File: src/rtl/grf_wb_arbiter_if.sv
`default_nettype none
// +--------------------------------------------------------------------------+
// | grf_wb_arbiter_if                                                        |
// | Two write-back request ports and the GRF write port of grf_wb_arbiter.   |
// | Revision: 1.0                                                            |
// +--------------------------------------------------------------------------+
interface grf_wb_arbiter_if;
   logic        wb0_valid;
   logic        wb0_ready;
   logic [4:0]  wb0_addr;
   logic [31:0] wb0_data;
   logic        wb1_valid;
   logic        wb1_ready;
   logic [4:0]  wb1_addr;
   logic [31:0] wb1_data;
   logic [4:0]  grf_rw;
   logic [31:0] grf_busw;
   logic        grf_regwrite;

   modport master (
      output wb0_valid, wb0_addr, wb0_data,
      output wb1_valid, wb1_addr, wb1_data,
      input  wb0_ready, wb1_ready,
      input  grf_rw, grf_busw, grf_regwrite
   );

   modport slave (
      input  wb0_valid, wb0_addr, wb0_data,
      input  wb1_valid, wb1_addr, wb1_data,
      output wb0_ready, wb1_ready,
      output grf_rw, grf_busw, grf_regwrite
   );
endinterface
`default_nettype wire

File: src/rtl/grf_wb_arbiter.sv
`default_nettype none
// +--------------------------------------------------------------------------+
// | grf_wb_arbiter                                                           |
// | GRF write-port arbiter: port 0 priority, port 1 starvation escape,       |
// | optional $1..$31 zero sweep after reset. Optional macro GRF_WB_TRACE_EN  |
// | prints each RUN-mode register write.                                     |
// | Revision: 1.0                                                            |
// +--------------------------------------------------------------------------+
module grf_wb_arbiter #(
   parameter int STARVE_LIMIT = 4,
   parameter int INIT_CLEAR   = 1
) (
   input  wire logic       clk,
   input  wire logic       reset,
   grf_wb_arbiter_if.slave bus,
   output logic            init_done,
   output logic [3:0]      starve_cnt_o
);

   localparam logic [0:0] S_INIT  = 1'b0;
   localparam logic [0:0] S_RUN   = 1'b1;
   localparam logic [0:0] C_RST_STATE = (INIT_CLEAR != 0) ? S_INIT : S_RUN;
   localparam logic [3:0] C_LIMIT = 4'(STARVE_LIMIT);
   localparam logic [3:0] C_SAT   = 4'hF;

   logic [0:0]  state_q,  state_d;
   logic [4:0]  ptr_q,    ptr_d;
   logic [3:0]  starve_q, starve_d;
   logic        we_q,     we_d;
   logic [4:0]  rw_q,     rw_d;
   logic [31:0] busw_q,   busw_d;
   logic        done_q,   done_d;

   logic        run;
   logic        force1;
   logic        rdy0;
   logic        rdy1;
   logic        gnt0;
   logic        gnt1;

   always_comb begin
      run    = (state_q == S_RUN);
      force1 = bus.wb1_valid && (starve_q >= C_LIMIT);
      rdy0   = run && !force1;
      rdy1   = run && (force1 || !bus.wb0_valid);
      gnt0   = bus.wb0_valid && rdy0;
      gnt1   = bus.wb1_valid && rdy1;
   end

   always_comb begin
      state_d  = state_q;
      ptr_d    = ptr_q;
      starve_d = starve_q;
      we_d     = 1'b0;
      rw_d     = rw_q;
      busw_d   = busw_q;
      done_d   = run;
      if (!run) begin
         we_d   = 1'b1;
         rw_d   = ptr_q;
         busw_d = '0;
         ptr_d  = ptr_q + 5'd1;
         if (ptr_q == 5'd31) begin
            state_d = S_RUN;
         end
      end else begin
         // A $0 grant completes the handshake but never reaches the GRF.
         if (gnt0 && (bus.wb0_addr != 5'd0)) begin
            we_d   = 1'b1;
            rw_d   = bus.wb0_addr;
            busw_d = bus.wb0_data;
         end else if (gnt1 && (bus.wb1_addr != 5'd0)) begin
            we_d   = 1'b1;
            rw_d   = bus.wb1_addr;
            busw_d = bus.wb1_data;
         end
         // Starvation is only measured while arbitration is live.
         if (!bus.wb1_valid || gnt1) begin
            starve_d = 4'd0;
         end else if (starve_q != C_SAT) begin
            starve_d = starve_q + 4'd1;
         end
      end
   end

   always_ff @(posedge clk) begin
      if (reset) begin
         state_q  <= C_RST_STATE;
         ptr_q    <= 5'd1;
         starve_q <= 4'd0;
         we_q     <= 1'b0;
         rw_q     <= 5'd0;
         busw_q   <= 32'd0;
         done_q   <= 1'b0;
      end else begin
         state_q  <= state_d;
         ptr_q    <= ptr_d;
         starve_q <= starve_d;
         we_q     <= we_d;
         rw_q     <= rw_d;
         busw_q   <= busw_d;
         done_q   <= done_d;
      end
   end

`ifdef GRF_WB_TRACE_EN
   always_ff @(posedge clk) begin
      if (!reset && run && we_d) begin
         $display("$%d <= %h", rw_d, busw_d);
      end
   end
`else
`endif

   assign bus.wb0_ready    = rdy0;
   assign bus.wb1_ready    = rdy1;
   assign bus.grf_regwrite = we_q;
   assign bus.grf_rw       = rw_q;
   assign bus.grf_busw     = busw_q;
   assign init_done        = done_q;
   assign starve_cnt_o     = starve_q;

endmodule
`default_nettype wire

File: src/flat_wrapper.sv
// flat-port wrapper written by rule: the top's interface ports become plain ports
module grf_wb_arbiter_flat 
#(
   parameter int STARVE_LIMIT = 4,
   parameter int INIT_CLEAR   = 1
)
  (clk, reset, init_done, starve_cnt_o, bus_wb0_valid, bus_wb0_addr, bus_wb0_data, bus_wb1_valid, bus_wb1_addr, bus_wb1_data, bus_wb0_ready, bus_wb1_ready, bus_grf_rw, bus_grf_busw, bus_grf_regwrite);
  grf_wb_arbiter_if bus_i ();
  input  wire logic clk;
  input  wire logic reset;
  output logic init_done;
  output logic [3:0] starve_cnt_o;
  input wire logic [$bits(bus_i.wb0_valid)-1:0] bus_wb0_valid;
  input wire logic [$bits(bus_i.wb0_addr)-1:0] bus_wb0_addr;
  input wire logic [$bits(bus_i.wb0_data)-1:0] bus_wb0_data;
  input wire logic [$bits(bus_i.wb1_valid)-1:0] bus_wb1_valid;
  input wire logic [$bits(bus_i.wb1_addr)-1:0] bus_wb1_addr;
  input wire logic [$bits(bus_i.wb1_data)-1:0] bus_wb1_data;
  output wire logic [$bits(bus_i.wb0_ready)-1:0] bus_wb0_ready;
  output wire logic [$bits(bus_i.wb1_ready)-1:0] bus_wb1_ready;
  output wire logic [$bits(bus_i.grf_rw)-1:0] bus_grf_rw;
  output wire logic [$bits(bus_i.grf_busw)-1:0] bus_grf_busw;
  output wire logic [$bits(bus_i.grf_regwrite)-1:0] bus_grf_regwrite;
  assign bus_i.wb0_valid = bus_wb0_valid;
  assign bus_i.wb0_addr = bus_wb0_addr;
  assign bus_i.wb0_data = bus_wb0_data;
  assign bus_i.wb1_valid = bus_wb1_valid;
  assign bus_i.wb1_addr = bus_wb1_addr;
  assign bus_i.wb1_data = bus_wb1_data;
  assign bus_wb0_ready = bus_i.wb0_ready;
  assign bus_wb1_ready = bus_i.wb1_ready;
  assign bus_grf_rw = bus_i.grf_rw;
  assign bus_grf_busw = bus_i.grf_busw;
  assign bus_grf_regwrite = bus_i.grf_regwrite;
  grf_wb_arbiter #(.STARVE_LIMIT(STARVE_LIMIT), .INIT_CLEAR(INIT_CLEAR)) u_core (.clk(clk), .reset(reset), .bus(bus_i), .init_done(init_done), .starve_cnt_o(starve_cnt_o));
endmodule
File: config.mk
export PLATFORM = sky130hd
export DESIGN_NAME = grf_wb_arbiter_flat
export DESIGN_NICKNAME = d
export VERILOG_FILES = /design/src/rtl/grf_wb_arbiter_if.sv /design/src/rtl/grf_wb_arbiter.sv /design/src/flat_wrapper.sv
export SDC_FILE = /design/constraint.sdc
export NUM_CORES = 1
export LEC_CHECK = 0
export ABC_AREA = 1
export CORE_MARGIN = 4
export CORE_UTILIZATION = 40
export CTS_CLUSTER_SIZE = 8
export DETAILED_ROUTE_END_ITERATION = 16
export MAX_ROUTING_LAYER = met4
export PLACE_DENSITY = 0.87
export SLEW_MARGIN = 20
export SYNTH_ARGS = -nofsm -noshare
export SYNTH_HDL_FRONTEND = slang
export SYNTH_SLANG_ARGS = --single-unit
File: constraint.sdc
create_clock -name clk -period 1.7 [get_ports clk]
set_input_delay 0.34 -clock clk [delete_from_list [all_inputs] [get_ports clk]]
set_output_delay 0.34 -clock clk [all_outputs]
set_load 0.02 [all_outputs]
==> impl_results.rst, run 1 <==
.. list-table::
   :header-rows: 1

   * - Metric
     - Value
   * - Overall Global Routing Usage
     - 19.8%
   * - Clock tree root buffer cell
     - clkbuf_8
   * - Total placed instance area
     - 3830 µm²
   * - Post-synth top area cell
     - dfxtp_1
   * - Count of cells along the worst register-to-register path
     - 8
   * - Die width
     - 85.6 µm
   * - Fraction of final layout cells with drive strength greater than 1
     - 8.63%
   * - Synth top area cells
     - dfxtp_1 (41%), nand2_1 (15%), o211ai_1 (10%), inv_1 (7.8%), a21oi_1 (7.7%)
   * - Required time of the critical path
     - 1360 ps
   * - Filler cell count
     - 502
   * - Combinational family with the most area after synthesis
     - simple AND/OR/NAND/NOR gates
   * - Pre-antenna DRT Iters
     - 4
   * - Gate Count Post-Synth
     - 342
   * - Worst Hold Endpoint
     - u_core.bus.grf_busw[13]$_SDFFE_PP0P_
   * - Total vias in the final route
     - 2626
   * - Most common library cell in the layout ignoring fill and taps
     - clkdlybuf4s50_1
   * - Initial core utilization
     - 40.9%
   * - Final routed wire length divided by cell count
     - 13.0 µm
   * - Reg-to-reg setup timing slack
     - 180 ps
   * - Clock latency on the worst-skew pair
     - 300 ps
   * - Inserted Diodes
     - 0
   * - Residual DRC count
     - 0
   * - Shortest clock period the worst path allows after layout
     - 1650 ps
   * - Max Clock Skew
     - 6.51 ps
   * - Capturing point of the worst reg2reg path
     - u_core.bus.grf_busw[19]$_SDFFE_PP0P_
   * - Fraction of synthesized cell area taken by the top area cell type
     - 40.7%
   * - Finished Cell Area
     - 3970 µm²
   * - Summed instance area of the synthesized netlist
     - 2410 µm²
   * - TritonCTS clock tree
     - yes
   * - Antenna violations before repair
     - 0
   * - Final Hold Violating Endpoints
     - 0
   * - Worst hold slack
     - 465 ps
   * - Crit start category
     - flip-flop
   * - Kind of cell adding the most delay to the critical path
     - buffers and inverters
   * - Row count
     - 28
   * - Number of warning messages in the yosys log
     - 0
   * - Source of the worst hold timing path
     - u_core.bus.grf_busw[13]$_SDFFE_PP0P_
   * - Count of boundary I/O pins
     - 123
   * - Launching point of the worst reg2reg path
     - u_core.starve_cnt_o[2]$_SDFFE_PP0P_
   * - Mapped Avg Cell Area
     - 7.05 µm²
   * - Critical-path top delay cell
     - clkdlybuf4s50_1
   * - Max capacitance violation total
     - 0
   * - Cells on Worst Hold Path
     - 2
   * - Worst supply voltage drop on vdd
     - 0.000421 V
   * - Placer Congestion
     - 0.802
   * - Crit-path max FO
     - 4
   * - Share of the synthesized area in compound gates (AO/OA/AOI/OAI)
     - 19.5%
   * - Die outline area
     - 7330 µm²
   * - CTS clock-pin slew for the worst setup and hold paths
     - 90 ps
   * - Remaining Overflow, GRT
     - 0
   * - Hold/Removal Path Class
     - reg -> reg
   * - Distinct cell type count of the synthesized netlist
     - 24
   * - Std-Cell Core Area
     - 5890 µm²
   * - Number of nets still failing antenna checks after routing
     - 0
   * - Period utilization
     - 96.9%
   * - Highest Clock Rate
     - 607 MHz
   * - Half-perimeter wire length after placement
     - 5.42 mm
   * - Worst slew pin tran
     - 309 ps
   * - Number of setup violations in the final report
     - 0
   * - Global-route wire length before repair
     - 11.5 mm
   * - DRT Wirelength
     - 7.13 mm
   * - Power density cells
     - 549 nW/µm²
   * - Area occupied by multi-input gates
     - 1110 µm²
   * - Post-detailed-route via-to-cell ratio
     - 4.77
   * - Worst setup EP type
     - output pin
   * - Pin count of the biggest net entering global routing
     - 44
   * - Fraction of synthesized area in multiplexers
     - 0%
   * - Crit path buffers/inverters
     - 1
   * - Kind of critical path
     - reg -> out
   * - Leakage power summed over all cells
     - 1.70 nW
   * - Fraction of the core area covered by cells at the end of the flow
     - 67.4%
   * - Simple-gate portion of the synthesized area
     - 24.5%
   * - DRC marker count from the first detailed-route iteration
     - 87
   * - Die Y-Extent
     - 85.6 µm
   * - Pins Over Slew Limit
     - 0
   * - Part of the Yosys area used for sequential elements
     - 40.7%
   * - Post-Synth XOR/XNOR Area
     - 0%
   * - Clock sink total
     - 49
   * - Peak per-stage delay on the critical path
     - 620 ps
   * - Max Root-Sink Buffers
     - 2
   * - Commonest cells after routing, fill and taps aside
     - clkdlybuf4s50_1 (119), nand2_1 (95), inv_1 (50)
   * - Flip-flop and latch count after synthesis
     - 49
   * - Synthesis-to-finish area growth
     - 64.6%
   * - Endpoint arrival time on the critical path
     - 1310 ps
   * - Worst slew margin
     - 79.4%
   * - Result of the run
     - finished clean
   * - CTS Hold Buffers Added
     - 0
   * - CTS buffer count
     - 5
   * - Number of I/O port buffers
     - 122
   * - Post-synthesis net count
     - 423
   * - Unrepaired setup endpoints after global routing
     - no
   * - Post-layout net count
     - 555
   * - Count of H-tree levels built during CTS
     - 2
   * - Synthesized-area fraction occupied by adder cells
     - 1.56%
   * - Area taken by flip-flops and latches
     - 981 µm²
   * - Vias in the first global route
     - 2555
   * - Sequence of cells on the critical path
     - clkdlybuf4s50_1
==> layer usage <==
layer  vias to the layer above  routed length (µm)  global-route usage [%]
li1                       1370                   -                       -
met3                        21                 560                    5.19
met5                         -                   0                       -
met1                      1148                2810                    22.2
met2                        87                3570                    33.6
met4                         0                 184                    7.48
==> synthesized netlist by cell type <==
library cell,number
nand3b_1,1
o211ai_1,32
nand3_1,11
nand3_2,1
nand4_1,7
dfxtp_1,49
clkbuf_1,7
nor2_4,1
buf_6,4
inv_1,50
buf_2,4
o21ai_0,5
nor2_1,18
a21oi_1,37
nor2_2,1
buf_4,6
nand2_2,1
nand2_4,1
nor3_1,3
inv_2,2
ha_1,3
nand2_1,95
a21oi_2,1
o21ai_1,2
==> kinds of logic (layout without fill, tap and decap cells) <==
family,after synthesis,count (layout)
adders and majority gates,3,3
DFF,49,49
buffers and inverters,73,206
and+or+nand+nor,140,140
AOI/OAI and AO/OA,77,77
==> area by class of cell <==
cell class                 count  share of cell area [%]
sequential                    49                    24.7
clock buffer                   6                    1.83
multi-input combinational    220                    28.0
clock inverter                 2                   0.379
timing repair buffer         146                    37.7
inverter                      52                    5.05
tap                           75                    2.37
==> repair_timing <==
item                       4_1_cts  5_1_grt
resized for setup                9        6
buffers inserted                 1        0
setup endpoints to repair        4       15
pin swaps                        1        2
cloned                           0        1
==> sequential cells by signal, indices dropped and copies added (netlist names) <==
name and flops:
u_core.init_done 1, u_core.starve_cnt_o 4, u_core.bus.grf_regwrite 1, u_core.bus.grf_rw 5, u_core.ptr_q 5, u_core.bus.grf_busw 32
u_core.done_d 1
==> per-stage QoR <==
step	cells	setup WS, ps	setup TNS [ps]	total power [mW]
3_5_place_dp	540	-330	-9640	1.52
2_1_floorplan	342	71.5	0	1.29
5_1_grt	550	0.803	0	2.28
4_1_cts	549	17.3	0	2.19
6_report	550	52.4	0	2.18
3_3_place_gp	540	-307	-7990	1.51
==> report_power, final <==
group	internal, mW	switching [mW]	leakage, nW
Clock	0.291	0.393	0.0374
Sequential	1.16	0.0113	0.396
Combinational	0.215	0.104	1.26
==> how the worst max path moves through the flow <==
| stage | from | endpoint | depth (start not counted) |
|---|---|---|---|
| finish | u_core.starve_cnt_o[0]$_SDFFE_PP0P_ | starve_cnt_o[0] | 1 |
| global placement | bus_wb1_valid | bus_wb1_ready | 4 |
| detailed placement | bus_wb1_valid | bus_wb0_ready | 5 |
| global route | u_core.starve_cnt_o[0]$_SDFFE_PP0P_ | starve_cnt_o[0] | 1 |
| CTS | bus_wb1_valid | bus_wb1_ready | 4 |
| floorplan | u_core.starve_cnt_o[2]$_SDFFE_PP0P_ | u_core.bus.grf_busw[0]$_SDFFE_PP0P_ | 8 |
(Power assumes the default switching activity.)
==> run 2, diff against run 1 <==
Settings changed: GPL_TIMING_DRIVEN from default to 1, TNS_END_PERCENT from default to 1.
==> run 2 against run 1 <==
Effect of this change:
- critical path depth is the same
- fmax is essentially flat
- non-clock buffer count shrank 1
- cell count shrank 0.18%
==> impl_results.rst, run 2 (synthesis gave the netlist of run 1 again) <==
.. list-table::
   :header-rows: 1

   * - Metric
     - Value
   * - Result of the run
     - finished clean
   * - Shortest clock period the worst path allows after layout
     - 1650 ps (-0.905 ps)
   * - Number of nets still failing antenna checks after routing
     - 0 (unchanged)
   * - Crit start category
     - flip-flop
   * - Post-detailed-route via-to-cell ratio
     - 4.73 (-0.89%)
   * - Number of setup violations in the final report
     - 0 (unchanged)
   * - Hold/Removal Path Class
     - reg -> reg
   * - CTS Hold Buffers Added
     - 0 (unchanged)
   * - Kind of critical path
     - reg -> out
   * - Capturing point of the worst reg2reg path
     - u_core.bus.grf_rw[0]$_SDFFE_PP0P_
   * - Number of I/O port buffers
     - 122 (unchanged)
   * - Reg-to-reg setup timing slack
     - 190 ps (about the same)
   * - Leakage power summed over all cells
     - 1.68 nW (-1.1%)
   * - Crit path buffers/inverters
     - 1 (unchanged)
   * - Clock tree root buffer cell
     - clkbuf_8
   * - Clock latency on the worst-skew pair
     - 300 ps (about the same)
   * - Filler cell count
     - 505 (+0.60%)
   * - Clock sink total
     - 49 (unchanged)
   * - Count of cells along the worst register-to-register path
     - 11 (+3)
   * - Std-Cell Core Area
     - 5890 µm² (unchanged)
   * - DRT Wirelength
     - 7.04 mm (-1.2%)
   * - Source of the worst hold timing path
     - u_core.bus.grf_busw[27]$_SDFFE_PP0P_
   * - Final Power
     - 2.17 mW (-0.28%)
   * - Count of boundary I/O pins
     - 123 (unchanged)
   * - Worst slew pin tran
     - 309 ps (+0.525 ps)
   * - Period utilization
     - 96.9% (about the same)
   * - Worst supply voltage drop on vdd
     - 0.000420 V (-0.16%)
   * - Fraction of final layout cells with drive strength greater than 1
     - 8.44% (-0.19 points)
   * - Highest Clock Rate
     - 607 MHz (about the same)
   * - CTS clock-pin slew for the worst setup and hold paths
     - 90 ps (about the same)
   * - Crit-path max FO
     - 4 (unchanged)
   * - Fraction of the core area covered by cells at the end of the flow
     - 66.8% (-0.57 points)
   * - Initial core utilization
     - 40.9% (unchanged)
   * - Synthesis-to-finish area growth
     - 63.2%
   * - Most common library cell in the layout ignoring fill and taps
     - clkdlybuf4s50_1
   * - Final Hold Violating Endpoints
     - 0 (unchanged)
   * - Remaining Overflow, GRT
     - 0 (unchanged)
   * - Antenna violations before repair
     - 0 (unchanged)
   * - Power density cells
     - 552 nW/µm² (+0.57%)
   * - Endpoint arrival time on the critical path
     - 1310 ps (about the same)
   * - Pins Over Slew Limit
     - 0 (unchanged)
   * - Sequence of cells on the critical path
     - clkdlybuf4s50_1
   * - Total placed instance area
     - 3830 µm² (unchanged)
   * - Worst setup EP type
     - output pin
   * - Inserted Diodes
     - 0 (unchanged)
   * - Die Y-Extent
     - 85.6 µm (unchanged)
   * - Required time of the critical path
     - 1360 ps (about the same)
   * - Commonest cells after routing, fill and taps aside
     - clkdlybuf4s50_1 (119), nand2_1 (95), inv_1 (50)
   * - Residual DRC count
     - 0 (unchanged)
   * - DRC marker count from the first detailed-route iteration
     - 94 (+8.0%)
   * - Kind of cell adding the most delay to the critical path
     - buffers and inverters
   * - Total vias in the final route
     - 2598 (-1.1%)
   * - Die width
     - 85.6 µm (unchanged)
   * - Critical-path top delay cell
     - clkdlybuf4s50_1
   * - Unrepaired setup endpoints after global routing
     - yes
   * - Die outline area
     - 7330 µm² (unchanged)
   * - Final routed wire length divided by cell count
     - 12.8 µm (-1.0%)
   * - Cells on Worst Hold Path
     - 2 (unchanged)
   * - Peak per-stage delay on the critical path
     - 630 ps (about the same)
   * - Worst Hold Endpoint
     - u_core.bus.grf_busw[27]$_SDFFE_PP0P_
   * - Pin count of the biggest net entering global routing
     - 44 (unchanged)
   * - Half-perimeter wire length after placement
     - 5.42 mm (unchanged)
   * - TritonCTS clock tree
     - yes
   * - Global-route wire length before repair
     - 11.4 mm (-0.54%)
   * - Pre-antenna DRT Iters
     - 5 (+1)
   * - Max Root-Sink Buffers
     - 2 (unchanged)
   * - Count of H-tree levels built during CTS
     - 2 (unchanged)
   * - Worst slew margin
     - 79.3% (about the same)
   * - Row count
     - 28 (unchanged)
   * - Finished Cell Area
     - 3930 µm² (-0.85%)
   * - Max capacitance violation total
     - 0 (unchanged)
   * - Vias in the first global route
     - 2551 (-0.16%)
   * - Post-layout net count
     - 554 (-0.18%)
   * - Placer Congestion
     - 0.802 (unchanged)
   * - CTS buffer count
     - 5 (unchanged)
   * - Overall Global Routing Usage
     - 19.7% (-0.10 points)
   * - Number of flip-flops in the largest register
     - 32 (unchanged)
   * - Launching point of the worst reg2reg path
     - u_core.starve_cnt_o[2]$_SDFFE_PP0P_
   * - Max Clock Skew
     - 5.08 ps (-1.43 ps)
## run 2: cell type report
type | count | area (µm²) | share of cell area (%)
Sequential cell | 49 | 981 | 24.9
Clock inverter | 2 | 15.0 | 0.382
Inverter | 52 | 195 | 4.96
Timing Repair Buffer | 145 | 1470 | 37.3
Tap cell | 75 | 93.8 | 2.39
Clock buffer | 6 | 72.6 | 1.85
Multi-Input combinational cell | 220 | 1110 | 28.2
## run 2: worst min-delay path, stage by stage, from the launching register on
cell	delay, ps
dfxtp_1	320
nand2_1	60
a21oi_1	50
## run 2: stage by stage
stage                     cells  hold WS (ps)  setup WS [ps]  TNS, ps
final                       549           465           53.3        0
after global routing        549           492          -15.5    -15.5
after CTS                   548           467          -13.7    -16.1
after detailed placement    540           453           -330    -9640
after global placement      540           450           -307    -7990
after floorplan             342           409           71.5        0
## run 2: how the worst max path moves through the flow
stage,start,endpoint,slack [ps],cells past startpoint
finish,u_core.starve_cnt_o[0]$_SDFFE_PP0P_,starve_cnt_o[0],50,1
global route,bus_wb1_valid,u_core.bus.grf_rw[0]$_SDFFE_PP0P_,-20,12
CTS,bus_wb0_addr[2],u_core.bus.grf_busw[19]$_SDFFE_PP0P_,-10,9
detailed placement,bus_wb1_valid,bus_wb0_ready,-330,5
global placement,bus_wb1_valid,bus_wb1_ready,-310,4
floorplan,u_core.starve_cnt_o[2]$_SDFFE_PP0P_,u_core.bus.grf_busw[0]$_SDFFE_PP0P_,70,8
## run 2: per-layer routing
layer	global-route usage, %	share of wire, %	vias to the layer above
met4	7.63	2.5	0
met3	5.19	7.6	17
li1	-	-	1362
met5	-	0	-
met2	33.2	50	84
met1	22.2	40	1135
## run 2: power by group
part           internal (mW)  switching [mW]
sequential              1.16          0.0114
clock                  0.290           0.387
combinational          0.215           0.104
total                   1.67           0.502
## run 2: timing repair
item | CTS | global route
resized for setup | 8 | 4
cloned | 0 | 0
buffers inserted | 0 | 1
endpoints found under the setup margin | 4 | 24
pin swaps | 0 | 3
